<file path="config.mk">
export PLATFORM = sky130hd
export DESIGN_NAME = cheri_dec_skid
export DESIGN_NICKNAME = d
export VERILOG_FILES = /design/src/rtl/cheri_dec_skid.sv
export SDC_FILE = /design/constraint.sdc
export NUM_CORES = 1
export LEC_CHECK = 0
export BUFFER_PORTS_ARGS = -buffer_cell sky130_fd_sc_hd__buf_2
export CORE_ASPECT_RATIO = 1.4
export CORE_MARGIN = 1.5
export CORE_UTILIZATION = 42
export CTS_BUF_LIST = sky130_fd_sc_hd__clkbuf_4 sky130_fd_sc_hd__clkbuf_8
export DETAILED_ROUTE_END_ITERATION = 10
export PLACE_DENSITY_LB_ADDON = 0.08
export SYNTH_ARGS = -nofsm -noshare
export SYNTH_HDL_FRONTEND = slang
export SYNTH_SLANG_ARGS = --single-unit
</file>
<file path="constraint.sdc">
create_clock -name clk_i -period 5.27 [get_ports clk_i]
set_input_delay 1.3175 -clock clk_i [delete_from_list [all_inputs] [get_ports clk_i]]
set_output_delay 1.3175 -clock clk_i [all_outputs]
set_load 0.02 [all_outputs]
</file>
<file path="src/rtl/cheri_dec_skid.sv">
// Registered decode-to-execute handoff: 2-entry skid buffer with valid/ready on both sides,
// two-phase sequencing for multicycle ops, and flush on pipeline redirect.
module cheri_dec_skid #(
  parameter bit          CheriSBND2 = 1'b0,
  parameter int unsigned OPDW       = 36
) (
  input  logic            clk_i,
  input  logic            rst_ni,
  input  logic            flush_i,

  input  logic            id_valid_i,
  output logic            id_ready_o,
  input  logic [OPDW-1:0] id_operator_i,
  input  logic [11:0]     id_imm12_i,
  input  logic [19:0]     id_imm20_i,
  input  logic [20:0]     id_imm21_i,
  input  logic [4:0]      id_cs2_i,
  input  logic            id_rf_we_i,
  input  logic            id_multicycle_i,

  output logic            ex_valid_o,
  input  logic            ex_ready_i,
  output logic [OPDW-1:0] ex_operator_o,
  output logic [11:0]     ex_imm12_o,
  output logic [19:0]     ex_imm20_o,
  output logic [20:0]     ex_imm21_o,
  output logic [4:0]      ex_cs2_o,
  output logic            ex_rf_we_o,
  output logic            ex_phase_o,
  output logic            ex_last_o
);

  typedef struct packed {
    logic [OPDW-1:0] op;
    logic [11:0]     imm12;
    logic [19:0]     imm20;
    logic [20:0]     imm21;
    logic [4:0]      cs2;
    logic            rf_we;
    logic            mc;
  } entry_t;

  typedef enum logic {
    PH_FIRST  = 1'b0,
    PH_SECOND = 1'b1
  } phase_e;

  entry_t head_q, head_d, skid_q, skid_d, in_entry;
  logic   head_valid_q, head_valid_d;
  logic   skid_valid_q, skid_valid_d;
  phase_e phase_q, phase_d;
  logic   mc, last, pop, accept;

  assign in_entry = '{op:    id_operator_i,
                      imm12: id_imm12_i,
                      imm20: id_imm20_i,
                      imm21: id_imm21_i,
                      cs2:   id_cs2_i,
                      rf_we: id_rf_we_i,
                      mc:    id_multicycle_i};

  // Gating with head_valid keeps stale payload from holding ex_last_o low on an empty stage.
  assign mc     = CheriSBND2 & head_valid_q & head_q.mc;
  assign last   = ~(mc & (phase_q == PH_FIRST));
  assign pop    = head_valid_q & last & ex_ready_i;
  assign accept = id_valid_i & ~skid_valid_q;

  always_comb begin
    head_d       = head_q;
    skid_d       = skid_q;
    head_valid_d = head_valid_q;
    skid_valid_d = skid_valid_q;
    phase_d      = phase_q;

    if (flush_i) begin
      head_valid_d = 1'b0;
      skid_valid_d = 1'b0;
      phase_d      = PH_FIRST;
    end else if (pop) begin
      // skid_valid implies id_ready_o=0, so refill from skid and accept never coincide.
      phase_d = PH_FIRST;
      if (skid_valid_q) begin
        head_d       = skid_q;
        skid_valid_d = 1'b0;
      end else if (accept) begin
        head_d = in_entry;
      end else begin
        head_valid_d = 1'b0;
      end
    end else begin
      if (mc && (phase_q == PH_FIRST)) begin
        phase_d = PH_SECOND;
      end
      if (accept) begin
        if (!head_valid_q) begin
          head_d       = in_entry;
          head_valid_d = 1'b1;
          phase_d      = PH_FIRST;
        end else begin
          skid_d       = in_entry;
          skid_valid_d = 1'b1;
        end
      end
    end
  end

  always_ff @(posedge clk_i or negedge rst_ni) begin
    if (!rst_ni) begin
      head_q       <= '0;
      skid_q       <= '0;
      head_valid_q <= 1'b0;
      skid_valid_q <= 1'b0;
      phase_q      <= PH_FIRST;
    end else begin
      head_q       <= head_d;
      skid_q       <= skid_d;
      head_valid_q <= head_valid_d;
      skid_valid_q <= skid_valid_d;
      phase_q      <= phase_d;
    end
  end

  assign id_ready_o    = ~skid_valid_q;
  assign ex_valid_o    = head_valid_q;
  assign ex_operator_o = head_valid_q ? head_q.op    : '0;
  assign ex_imm12_o    = head_valid_q ? head_q.imm12 : '0;
  assign ex_imm20_o    = head_valid_q ? head_q.imm20 : '0;
  assign ex_imm21_o    = head_valid_q ? head_q.imm21 : '0;
  assign ex_cs2_o      = head_valid_q ? head_q.cs2   : '0;
  assign ex_rf_we_o    = head_valid_q & head_q.rf_we;
  assign ex_phase_o    = (phase_q == PH_SECOND);
  assign ex_last_o     = last;

endmodule

</file>
### Word-level counts from Yosys, hierarchy flattened

Index checks and enable logic that the tools add are counted.

| storage, ports and cells | value |
|---|---|
| register bits after elaboration | 194 |
| latch bits | 0 |
| memory bits (writable) | 0 |
| memory bits (read-only) | 0 |
| output and inout port bits | 99 |
| word-level logic and storage cells | 58 |
| memories | 0 |

| cells by class | value |
|---|---|
| add/sub/neg operators | 0 |
| multiply operators | 0 |
| div/mod/pow operators | 0 |
| magnitude comparators | 0 |
| eq/ne operators | 4 |
| shift operators | 0 |
| multiplexer cells | 23 |
| bitwise operators | 6 |
| reduce and logical (&&, ||, !) cells | 9 |

Operator list:

| kind | count |
|---|---|
| 96-bit 2-to-1 mux | 5 |
| 36-bit 2-to-1 mux | 1 |
| 21-bit 2-to-1 mux | 1 |
| 20-bit 2-to-1 mux | 1 |
| 1-bit 2-to-1 mux | 13 |
| 12-bit 2-to-1 mux | 1 |
| 4-bit AND reduction | 2 |
| 3-bit inequality test, second input constant | 2 |
| 3-bit nonzero test | 2 |
| 5-bit 2-to-1 mux | 1 |
| 2-bit AND reduction | 2 |
| 2-bit nonzero test | 2 |
| 1-bit bitwise AND | 3 |
| 3-bit by 2-bit inequality test with 1-bit output, second input constant | 1 |
| 1-bit inverter | 3 |
| 3-bit AND reduction | 1 |
| 2-bit by 1-bit inequality test with 1-bit output, second input constant | 1 |

### Logic depth before layout (Yosys ltp)

| logic depth | value |
|---|---|
| depth in word-level cells | 6 |
| depth in mapped cells | 6 |

### Worst setup path before layout

OpenSTA, ideal clock, no wires.

| timing | value |
|---|---|
| path kind | register to output |
| start | register head_valid_q, in the netlist ex_valid_o |
| end | output port ex_cs2_o[0] |
| arrival time | 1354 ps |
| required time | 3953 ps |
| path slack | 2599 ps |
| cell stages (with the launch flop) | 5 |
| cell sequence | dfrtp_1 > buf_4 > clkbuf_1 > clkbuf_1 > and2_1 |

| on the way | value |
|---|---|
| word-level cells in the longest chain between the ends | 1 |

Ends and longest elaborated chain:

| element | line | RTL |
|---|---|---|
| start: declaration | 49 | `logic head_valid_q, head_valid_d;` |
| start signal: assignment | 117 | `head_valid_q <= head_valid_d;` |
| 5-bit 2-to-1 mux | 129 | `assign ex_cs2_o = head_valid_q ? head_q.cs2 : '0;` |
| end: declaration | 27 | `output logic [4:0] ex_cs2_o,` |

No other way between the ends.

### Worst setup path after layout

| timing | value |
|---|---|
| start | register head_valid_q, in the netlist ex_valid_o |
| end | output port ex_imm21_o[20] |

| on the way | value |
|---|---|
| word-level cells in the longest chain between the ends | 1 |

Ends and longest elaborated chain:

| element | line | RTL |
|---|---|---|
| 21-bit 2-to-1 mux | 128 | `assign ex_imm21_o = head_valid_q ? head_q.imm21 : '0;` |
| end: declaration | 26 | `output logic [20:0] ex_imm21_o,` |

No other way between the ends.

==> impl_metrics.ini <==
[status]
status = completed

[grt]
grt_usage_pct = 18.1
grt_max_degree = 123
grt_pass1_vias = 6006
overflow = 0
antenna_found_initial = 3
grt_pass1_wl_um = 31200

[clock_network]
numCtsBuffers = 17
clockBufferDepth = 2
path_clk_slew_ps = 90
cts_tree = built
root_buffer = clkbuf_8
h-tree-depth = 4
cts.sinks = 192
cts_setup_buffers = 0
clkLatencyLatePin_ps = 470
cts_resized = 0
holdBufCountCts = 0

[placement]
dp_hpwl_um = 12400
post-place-ws_ps = 1660
placed_cell_area_mm2 = 0.0101
place.gp.congestion = 0.713
place.port_buffers = 196

[sta]
setup_viol = 0
period_needed_ps = 3630
hold_viol_final = 0
fmax_mhz = 275
timing.hold.ws_ps = 504
drv_slew = 0
rsz0062_at_grt = false
worst_pin_slew_ps = 1050
setup_tns_ps = 0
maxSlewHeadroom_pct = 30.0
fin_worst_skew_ps = 9.12
period_share_pct = 68.9
setup_ws_ps = 1640

[hold_path]
min_to = head_q[81]
min_from = head_q[81]
min_path_type = flop to flop
whs_path_depth = 1

[power]
combPwrFrac_pct = 20.2
intPower_uw = 2680
irDropWorstVdd_v = 0.000183
power.total_uw = 3700
swShare_pct = 27.4
p_seq_share_pct = 54.3
clock_power_share_pct = 25.5
power_density_mw_per_mm2 = 352
p_leak_uw = 0.00487
switchingPower_uw = 1010

[critical_path]
cp.arrival_ps = 2320
crit_chain = buf_4, and2_1, buf_2
cp_top_family = flip-flops
worstPathMaxFanout = 53
max_stage_delay_ps = 910
rr_worst_depth = 5
slowest_stage = dfrtp_2
crit-reg2reg-launch = ex_valid_o
cp_num_buf_inv = 2
path_class = flop to output port
start_kind = flop
crit_required_ps = 3950
reg2reg_slack_ps = 1970
worstSetupEndpointType = output port
r2r-end = head_q[5]

[routing]
wire_per_inst_um = 17.8
drtAntennaViolNets = 0
drc = 0
vias = 5509
drtIter0Drc = 164
first_pass_iters = 4
drt_wl_total_um = 19300
drt-vias-per-instance = 5.08

[yosys]
synth_edf_count = 0
syn-num-nets = 729
yosysTopAreaCell = dfrtp_1
synth.most_common_cell = mux2_2
synth_cell_types = 18
syn_avg_cell_area_um2 = 14.3
synthTopCellsByArea = dfrtp_1 (53%), mux2_2 (36%), and2_1 (6.6%)
async_flop_share_pct = 100
syn-cell-area_mm2 = 0.00900
synth_commonest_cells = mux2_2 (285), dfrtp_1 (192), and2_1 (95), clkbuf_1 (13), buf_6 (11)
netlist_instances = 628
synth_flop_cell = dfrtp_1
seq_area_frac_synth_pct = 53.4
synth-seq-cells = 192
ys_warn_count = 0
synth_top_area_share_pct = 53.4

[die]
io_pins = 200
initial_utilization_pct = 42.6
die_height_um = 176
rows = 63
die_width_um = 127
core_region_area_mm2 = 0.0211
dieArea_mm2 = 0.0223

[cells_and_area]
area_delta_synth_final_pct = 16.7
fillers = 1955
post-route-cell-area_mm2 = 0.0105
nets = 910
layout-drive-gt1-share_pct = 64.2

[flow_run]
maxCapViolCount = 0
[cells in the final DEF (no fill, tap or decap)]
master      count
a211oi_1        1
a21oi_1         2
a221oi_4        1
and2_1         95
buf_2         195
buf_4           9
bufinv_16       1
clkbuf_4        3
clkbuf_8       21
clkinv_2        3
clkinv_4        1
clkinvlp_4      4
conb_1          2
dfrtp_1       191
dfrtp_2         1
diode_2         2
inv_1           1
inv_2           1
mux2_2        285
nand2_1         1
nand2b_4        1
nand3_4         1
nor4b_4         1
o21ai_0         1
[kinds of logic after synthesis]
kind of cell	count (synthesis)	share of synthesized area, %
buffers and inverters	45	3.31
multiplexers	285	35.6
flip-flops	192	53.4
other	2	0.0834
AND/OR/NAND/NOR	99	7.17
AO/OA/AOI/OAI	5	0.417
[through the flow]
| step | instances | utilization, % |
|---|---|---|
| 4_1_cts | 1082 | 49.7 |
| 3_3_place_gp | 1050 | 47.9 |
| 5_1_grt | 1084 | 49.7 |
| 3_5_place_dp | 1050 | 47.9 |
| 2_1_floorplan | 628 | - |
| 6_report | 1084 | 49.7 |
[registers in the layout, summed over array words and instances (netlist names)]
signal        cells
ex_valid_o        1
skid_valid_q      1
head_q           95
skid_q           95
[worst max path at each step]
stage | end | from | depth (start not counted)
4_1_cts | ex_operator_o[34] | ex_valid_o | 3
5_1_grt | ex_operator_o[13] | ex_valid_o | 3
3_5_place_dp | head_q[39] | ex_ready_i | 5
2_1_floorplan | ex_cs2_o[0] | ex_valid_o | 4
6_report | ex_imm21_o[20] | ex_valid_o | 3
3_3_place_gp | head_q[43] | ex_ready_i | 5
[routing by layer]
layer	GRT usage, %	part of all wire [%]	vias up	wire, um
met1	20.6	41	2819	7930
met2	31.7	52	136	10000
met5	0	0	-	0
met4	6.77	1.5	0	296
met3	5.82	5.7	17	1100
li1	-	-	2537	-
[power groups by stage]
stage | clock, uW | combinational (uW) | sequential (uW)
floorplan | 0 | 564 | 1970
global placement | 0 | 731 | 2010
detailed placement | 0 | 765 | 2040
CTS | 985 | 766 | 2010
global route | 1050 | 819 | 2060
finish | 942 | 748 | 2010
[worst reg2reg max path, cell delays in order (launching register included)]
cell and delay (ps):
dfrtp_2 910, buf_4 570, nand2_1 170, a221oi_4 280
buf_4 790, mux2_2 480
[cell type report]
cell class | instances | area (um^2) | share of cell area, %
Sequential cell | 192 | 4810 | 45.8
Multi-Input combinational cell | 391 | 3920 | 37.3
Timing Repair Buffer | 205 | 1060 | 10.1
Tap cell | 260 | 325 | 3.10
Clock buffer | 23 | 298 | 2.84
Clock inverter | 9 | 83.8 | 0.798
Inverter | 2 | 7.51 | 0.0715
Antenna cell | 2 | 5.00 | 0.0477
Power figures use the tool's default switching activity.
